--- src/rtl/redstone_repeater_elastic.sv ---
// Elastic stream repeater: retiming stages feeding a FWFT output FIFO.
// Credit-based ready_out, sticky overflow flag and last-chunk framing.
module redstone_repeater_elastic #(
    parameter int BITS_IN_NUM   = 4096,
    parameter int REGISTER_SIZE = 64,
    parameter int STAGES        = 2,
    parameter int FIFO_DEPTH    = 8
) (
    input  logic                             clk_in,
    input  logic                             rst_in,
    input  logic [REGISTER_SIZE-1:0]         data_in,
    input  logic                             data_valid_in,
    output logic                             ready_out,
    input  logic                             request_next_input,
    output logic [REGISTER_SIZE-1:0]         data_out,
    output logic                             data_valid_out,
    output logic                             last_chunk_out,
    output logic [$clog2(FIFO_DEPTH+1)-1:0]  count_out,
    output logic                             overflow_out
);

    localparam int CHUNKS = (BITS_IN_NUM + REGISTER_SIZE - 1) / REGISTER_SIZE;
    localparam int CW     = $clog2(FIFO_DEPTH + 1);
    localparam int PW     = (FIFO_DEPTH > 1) ? $clog2(FIFO_DEPTH) : 1;
    localparam int IW     = (CHUNKS > 1) ? $clog2(CHUNKS) : 1;

    localparam logic [CW-1:0] DEPTH_C  = CW'(FIFO_DEPTH);
    localparam logic [PW-1:0] LAST_PTR = PW'(FIFO_DEPTH - 1);
    localparam logic [IW-1:0] LAST_IDX = IW'(CHUNKS - 1);

    logic [STAGES-1:0]        sv_q;
    logic [REGISTER_SIZE-1:0] sd_q  [STAGES];
    logic [REGISTER_SIZE-1:0] mem_q [FIFO_DEPTH];
    logic [PW-1:0]            wr_q, wr_d, rd_q, rd_d;
    logic [CW-1:0]            fcnt_q, fcnt_d, cnt_q, cnt_d;
    logic [IW-1:0]            idx_q, idx_d;
    logic                     ovf_q, ovf_d;

    logic accept, push, pop, fvalid;

    // Credits cover stages plus FIFO, so ready_out depends on registers only
    assign ready_out = (cnt_q < DEPTH_C);
    assign accept    = data_valid_in && ready_out;
    assign fvalid    = (fcnt_q != '0);
    assign pop       = fvalid && request_next_input;
    assign push      = sv_q[STAGES-1];

    assign data_valid_out = fvalid;
    assign data_out       = fvalid ? mem_q[rd_q] : '0;
    assign last_chunk_out = fvalid && (idx_q == LAST_IDX);
    assign count_out      = cnt_q;
    assign overflow_out   = ovf_q;

    always_comb begin
        wr_d   = wr_q;
        rd_d   = rd_q;
        fcnt_d = fcnt_q;
        cnt_d  = cnt_q;
        idx_d  = idx_q;
        ovf_d  = ovf_q;
        if (push) wr_d = (wr_q == LAST_PTR) ? '0 : wr_q + 1'b1;
        if (pop) begin
            rd_d  = (rd_q == LAST_PTR) ? '0 : rd_q + 1'b1;
            idx_d = (idx_q == LAST_IDX) ? '0 : idx_q + 1'b1;
        end
        if (push && !pop) fcnt_d = fcnt_q + 1'b1;
        if (!push && pop) fcnt_d = fcnt_q - 1'b1;
        if (accept && !pop) cnt_d = cnt_q + 1'b1;
        if (!accept && pop) cnt_d = cnt_q - 1'b1;
        if (data_valid_in && !ready_out) ovf_d = 1'b1;
    end

    always_ff @(posedge clk_in) begin
        if (!rst_in) begin
            sv_q   <= '0;
            wr_q   <= '0;
            rd_q   <= '0;
            fcnt_q <= '0;
            cnt_q  <= '0;
            idx_q  <= '0;
            ovf_q  <= 1'b0;
        end else begin
            sv_q[0] <= accept;
            for (int i = 1; i < STAGES; i++) sv_q[i] <= sv_q[i-1];
            wr_q   <= wr_d;
            rd_q   <= rd_d;
            fcnt_q <= fcnt_d;
            cnt_q  <= cnt_d;
            idx_q  <= idx_d;
            ovf_q  <= ovf_d;
        end
    end

    // Payload registers carry no reset; validity is tracked separately
    always_ff @(posedge clk_in) begin
        sd_q[0] <= data_in;
        for (int i = 1; i < STAGES; i++) sd_q[i] <= sd_q[i-1];
        if (push) mem_q[wr_q] <= sd_q[STAGES-1];
    end

endmodule

--- config.mk ---
export PLATFORM = sky130hd
export DESIGN_NAME = redstone_repeater_elastic
export DESIGN_NICKNAME = d
export VERILOG_FILES = /design/src/rtl/redstone_repeater_elastic.sv
export SDC_FILE = /design/constraint.sdc
export NUM_CORES = 1
export LEC_CHECK = 0
export BUFFER_PORTS_ARGS = -buffer_cell sky130_fd_sc_hd__buf_2
export CELL_PAD_IN_SITES_DETAIL_PLACEMENT = 0
export CELL_PAD_IN_SITES_GLOBAL_PLACEMENT = 1
export CORE_MARGIN = 8
export CORE_UTILIZATION = 55
export CTS_CLUSTER_SIZE = 24
export DETAILED_ROUTE_END_ITERATION = 8
export PLACE_DENSITY_LB_ADDON = 0.25
export SLEW_MARGIN = 0
export SYNTH_ARGS = -nofsm -noshare
export SYNTH_HDL_FRONTEND = slang
export SYNTH_SLANG_ARGS = --single-unit
export TNS_END_PERCENT = 30
--- constraint.sdc ---
create_clock -name clk_in -period 9.1 [get_ports clk_in]
set_input_delay 1.82 -clock clk_in [delete_from_list [all_inputs] [get_ports clk_in]]
set_output_delay 1.82 -clock clk_in [all_outputs]
set_load 0.01 [all_outputs]
# Yosys cells after proc, flatten, opt, wreduce, memory -nomap -nowiden
# Memory sizes are Yosys's and may differ from the RTL's. A register that Yosys moved wholly into a read port is not among the register bits.
# Cells that the tools add are included.
word_totals:
  mem_bits_rw: 640
  elab_cells: 47
  ff_bits: 23
  mem_count: 2
  out_inout_bits: 72
classes:
  n_reduce_logical: 15
  addsub: 7
  n_lt_le_gt_ge: 1
  eq_ne: 3
  n_mux: 12
memory_table:
  columns: ["memory", "depth", "word_bits", "read_ports", "rd_ports_with_merged_regs", "wr", "line", "rtl"]
  rows:
  - ["mem_q", 8, 64, 1, 1, 1, "33", "logic [REGISTER_SIZE-1:0] mem_q [FIFO_DEPTH];"]
  - ["sd_q", 2, 64, 2, 0, 2, "32", "logic [REGISTER_SIZE-1:0] sd_q [STAGES];"]
op_table:
  columns: ["operator", "count"]
  rows:
  - ["$mux W64", 1]
  - ["$mux W4", 4]
  - ["$mux W3", 4]
  - ["$add A4 B1 Y4 const B", 2]
  - ["$logic_and A1 B1 Y1", 8]
  - ["$sub A4 B1 Y4 const B", 2]
  - ["$add A3 B1 Y3 const B", 2]
  - ["$add A6 B1 Y6 const B", 1]
  - ["$eq A3 B3 Y1 const B", 2]
  - ["$eq A6 B6 Y1 const B", 1]
  - ["$mux W6", 1]
  - ["$logic_not A1 Y1", 4]
  - ["$lt A4 B4 Y1 const B", 1]
  - ["$reduce_bool A2 Y1", 2]
  - ["$reduce_bool A4 Y1", 1]
  - ["$mux W1", 2]

# Depth between registers and ports, before layout
depth:
  depth_word: 6
  mapped_depth: 11
  depth_no_buf: 11

# Least setup slack after synthesis
# OpenSTA, ideal clock, no wires.
synth_path:
  kind: "register -> register"
  start: "register sv_q[1]"
  end: "memory mem_q[0][0], enable pin"
  setup_ns: 0.565
  path_slack_ns: 3.664
  arrival_time_ns: 4.871
  path_stages_with_launch: 3
  n_path_buf: 0
  cell_sequence: "dfxtp_1 nand2b_1 nor3_1"
synth_via:
  elab_chain_len: 2
synth_rtl:
  columns: ["element", "line", "rtl"]
  rows:
  - ["start, declared", "31", "logic [STAGES-1:0] sv_q;"]
  - ["start signal, assigned", "75", "sv_q <= '0;"]
  - ["$mux W1", "98", "if (push) mem_q[wr_q] <= sd_q[STAGES-1];"]
  - ["$mux W1 (not written as such)", "98", null]
  - ["end, declared", "33", null]
# No other way between the ends.

==> qor_table.md <==
| Item | Value | Unit |
|---|---|---|
| Max frequency | 0.192 | GHz |
| Cell family contributing the most delay on the critical path | buffers and inverters | - |
| CP required | 7.28 | ns |
| DRC violation total after the first TritonRoute iteration | 763 | - |
| Total CTS buffers | 67 | - |
| Final net count | 1341 | - |
| Post-CTS Setup Repair Bufs | 0 | - |
| Count of warnings emitted by yosys | 0 | - |
| Clock Path Buffers | 3 | - |
| Number of standard cells in the final layout excluding fillers | 1853 | - |
| I/O pin count | 140 | - |
| Post-detail-place hpwl | 22500 | µm |
| Leakage | 0.00888 | µW |
| Count of TritonRoute iterations in the first routing pass | 5 | - |
| R2r startpoint | fcnt_q[0] | - |
| Count of antenna-violating nets left after detailed routing | 0 | - |
| Cell Rows | 75 | - |
| Post-CTS resize count | 0 | - |
| # port buffers | 139 | - |
| Remaining routing DRC violations | 0 | - |
| Fraction of registers with async set/reset | 0 | % |
| Die ar. | 49100 | µm² |
| Worst skew pair latency | 0.58 | ns |
| Number of library cell types mapped by synthesis | 38 | - |
| Cell Count Post-Placement | 1732 | - |
| Area growth syn-to-layout | 15.0 | % |
| Rel. slew slack | 32.7 | % |
| Top_reg_cell synth | sky130_fd_sc_hd__edfxtp_1 | - |
| Die width | 222 | µm |
| Count of endpoints failing setup in the final report | 0 | - |
| Mean area per synthesized cell | 21.5 | µm² |
| Post-Route Utilization | 63.9 | % |
| Worst vdd rail ir drop | 0.000218 | V |
| Hold/Removal Path Class | register to register | - |
| Slowest stage cell on the critical path | sky130_fd_sc_hd__buf_4 | - |
| Cell at the root of the clock tree | sky130_fd_sc_hd__clkbuf_16 | - |
| WP data arrival | 3.38 | ns |
| Status | finished, final reports clean | - |
| Largest family of logic cells by synthesized area | multiplexers | - |
| RePlAce Congestion | 0.698 | - |
| Final period utilization | 57.1 | % |
| Clock tree from TritonCTS | yes | - |
| Area of the core | 41900 | µm² |
| Synthesized Nets | 1162 | - |
| Routed wire length | 42900 | µm |
| Setup Crit Path Kind | register to output pin | - |
| Crit-path max FO | 48 | - |
| Starting utilization of the core area | 55.5 | % |
| Highest-count cells in the layout ignoring fill and taps | sky130_fd_sc_hd__edfxtp_1, sky130_fd_sc_hd__dfxtp_1, sky130_fd_sc_hd__buf_2, sky130_fd_sc_hd__mux4_2, sky130_fd_sc_hd__mux2i_1 | - |
| Share of synthesized cell area in full adder, half adder and majority cells | 0.592 | % |
| EDFF count, synth | 512 | - |
| Final worst clock skew | 0.0156 | ns |
| Min Tclk post-route | 5.20 | ns |
| Actual transition at the worst max-transition pin | 1.01 | ns |
| Final-report max-slew violation count | 0 | - |
| GR Overflow Total | 0 | - |
| Crit end category | output pin | - |
| Total routing usage reported by global routing | 17.7 | % |
| Setup repair after global routing missed its margin | false | - |
| Initial antenna violation count | 0 | - |
| Share of synthesized area occupied by flip-flops and latches | 79.4 | % |
| Setup_tns | 0 | ns |
| Simple-gate area share of the yosys netlist | 2.57 | % |
| CP Cell Sequence | buf_4 > mux4_2 > mux2i_1 > nor2_1 > buf_2 | - |
| Fraction of layout cells with a size suffix above 1 | 30.2 | % |
| Count of endpoints failing hold in the final timing report | 0 | - |
| Area fraction in compound gates after synthesis | 0.635 | % |
| Number of diodes | 0 | - |
| Worst path bufs/invs | 2 | - |
| Pwr Density | 267 | nW/µm² |
| Routed vias | 10400 | - |
| Number of global-route vias before repair | 11300 | - |
| Via density per instance | 5.63 | - |
| Slowest Stage Delay on Critical Path | 0.85 | ns |
| Kind of start point of the critical path | register | - |
| Multiplexer share of the synthesized area | 15.4 | % |
| Avg WL per Cell | 23.2 | µm |
| Global-route wire length before repair | 67000 | µm |
| Number of H-tree branching levels | 3 | - |
| Clk sinks | 666 | - |
| Synth Instances | 1083 | - |
| Max capacitance violation total | 0 | - |
| Number of hold-repair buffers added at the cts stage | 0 | - |
| Floorplan die height | 222 | µm |
| Most common cell after layout, fill and taps aside | sky130_fd_sc_hd__edfxtp_1 | - |
| Hold_sp | sd_q[0][38] | - |
| Post-synthesis instance area | 23200 | µm² |
| Overall power after layout | 7140 | µW |
| Post-synthesis sequential element count | 666 | - |
| Pin count of the biggest net entering global routing | 73 | - |
| Clock slew at reported path FFs | 0.06 | ns |
| Share of the synthesized netlist area taken by xor and xnor gates | 0.301 | % |
Yosys cell counts (2+ instances only):
cell,instances,area (µm²)
sky130_fd_sc_hd__nand2b_1,4,25.0
sky130_fd_sc_hd__mux4_2,128,2880
sky130_fd_sc_hd__and2_1,5,31.3
sky130_fd_sc_hd__nor4b_1,2,17.5
sky130_fd_sc_hd__o21ai_0,5,25.0
sky130_fd_sc_hd__buf_4,13,97.6
sky130_fd_sc_hd__xor2_1,3,26.3
sky130_fd_sc_hd__and3_1,2,12.5
sky130_fd_sc_hd__dfxtp_1,154,3080
sky130_fd_sc_hd__a21boi_0,6,45.0
sky130_fd_sc_hd__buf_2,12,60.1
sky130_fd_sc_hd__nand3_1,3,15.0
sky130_fd_sc_hd__inv_1,3,11.3
sky130_fd_sc_hd__edfxtp_1,512,15400
sky130_fd_sc_hd__nor3_1,5,25.0
sky130_fd_sc_hd__a21oi_1,6,30.0
sky130_fd_sc_hd__nor2b_1,9,56.3
sky130_fd_sc_hd__clkbuf_1,10,37.5
sky130_fd_sc_hd__nand2_1,16,60.1
sky130_fd_sc_hd__inv_2,2,7.51
sky130_fd_sc_hd__ha_1,11,138
sky130_fd_sc_hd__mux2i_1,70,701
sky130_fd_sc_hd__nor2_1,72,270
sky130_fd_sc_hd__xnor2_1,5,43.8
sky130_fd_sc_hd__buf_1,10,37.5
sky130_fd_sc_hd__or3_1,3,18.8
per-stage QoR:
| step | setup slack, ns | instance area (µm²) | hold WS, ns |
|---|---|---|---|
| 2_1_floorplan | 3.66 | 23200 | 0.310 |
| 3_3_place_gp | 4.39 | 24600 | 0.310 |
| 3_5_place_dp | 4.39 | 24600 | 0.312 |
| 4_1_cts | 3.76 | 26700 | 0.319 |
| 5_1_grt | 3.55 | 26700 | 0.321 |
| 6_report | 3.90 | 26700 | 0.325 |
area by class of cell:
type / instances / area, µm²
clock buffer: 98 / 1950
clock inverter: 23 / 214
fill: 2875 / 15100
inverter: 5 / 18.8
multi-input combinational: 367 / 4590
sequential: 666 / 18500
tap: 539 / 674
timing repair buffer: 155 / 816
logic make-up (layout without fill, tap and decap cells):
group                      Yosys count  after routing
DFF                                666            666
muxes                              198            198
and+or+nand+nor                    127            127
buffers and inverters               50            281
AOI/OAI and AO/OA                   23             23
adders and majority gates           11             11
xor gates and xnor gates             8              8
report_power, final:
| part | switching (µW) | internal [µW] | total, µW |
|---|---|---|---|
| registers | 98.8 | 3340 | 3430 |
| clock network | 1100 | 1550 | 2650 |
| logic | 565 | 486 | 1050 |
| total | 1760 | 5370 | 7140 |
routing by layer:
metal,vias to the layer above,part of all wire (%),track usage [%]
met1,5403,45,24.4
met5,-,0,0
met4,0,2.3,5.32
met2,274,48,28.7
li1,4682,-,-
met3,78,4.8,3.39
registers in the layout, indices dropped and copies added, names as in the netlist, named ones only:
signal and flops:
overflow_out 1, sv_q 2, idx_q 6, count_out 4, mem_q 512, wr_q 3
rd_q 3, sd_q 128, fcnt_q 4
final timing paths:
| kind | endpoint | slack (ns) | cells after the start |
|---|---|---|---|
| hold / removal | sd_q[0][102] | 0.33 | 0 |
| setup / recovery | data_out[53] | 3.90 | 5 |
| setup reg to reg | fcnt_q[2] | 5.28 | 12 |
| hold reg to reg | sd_q[0][102] | 0.33 | 0 |
Power figures use the tool's default switching activity.
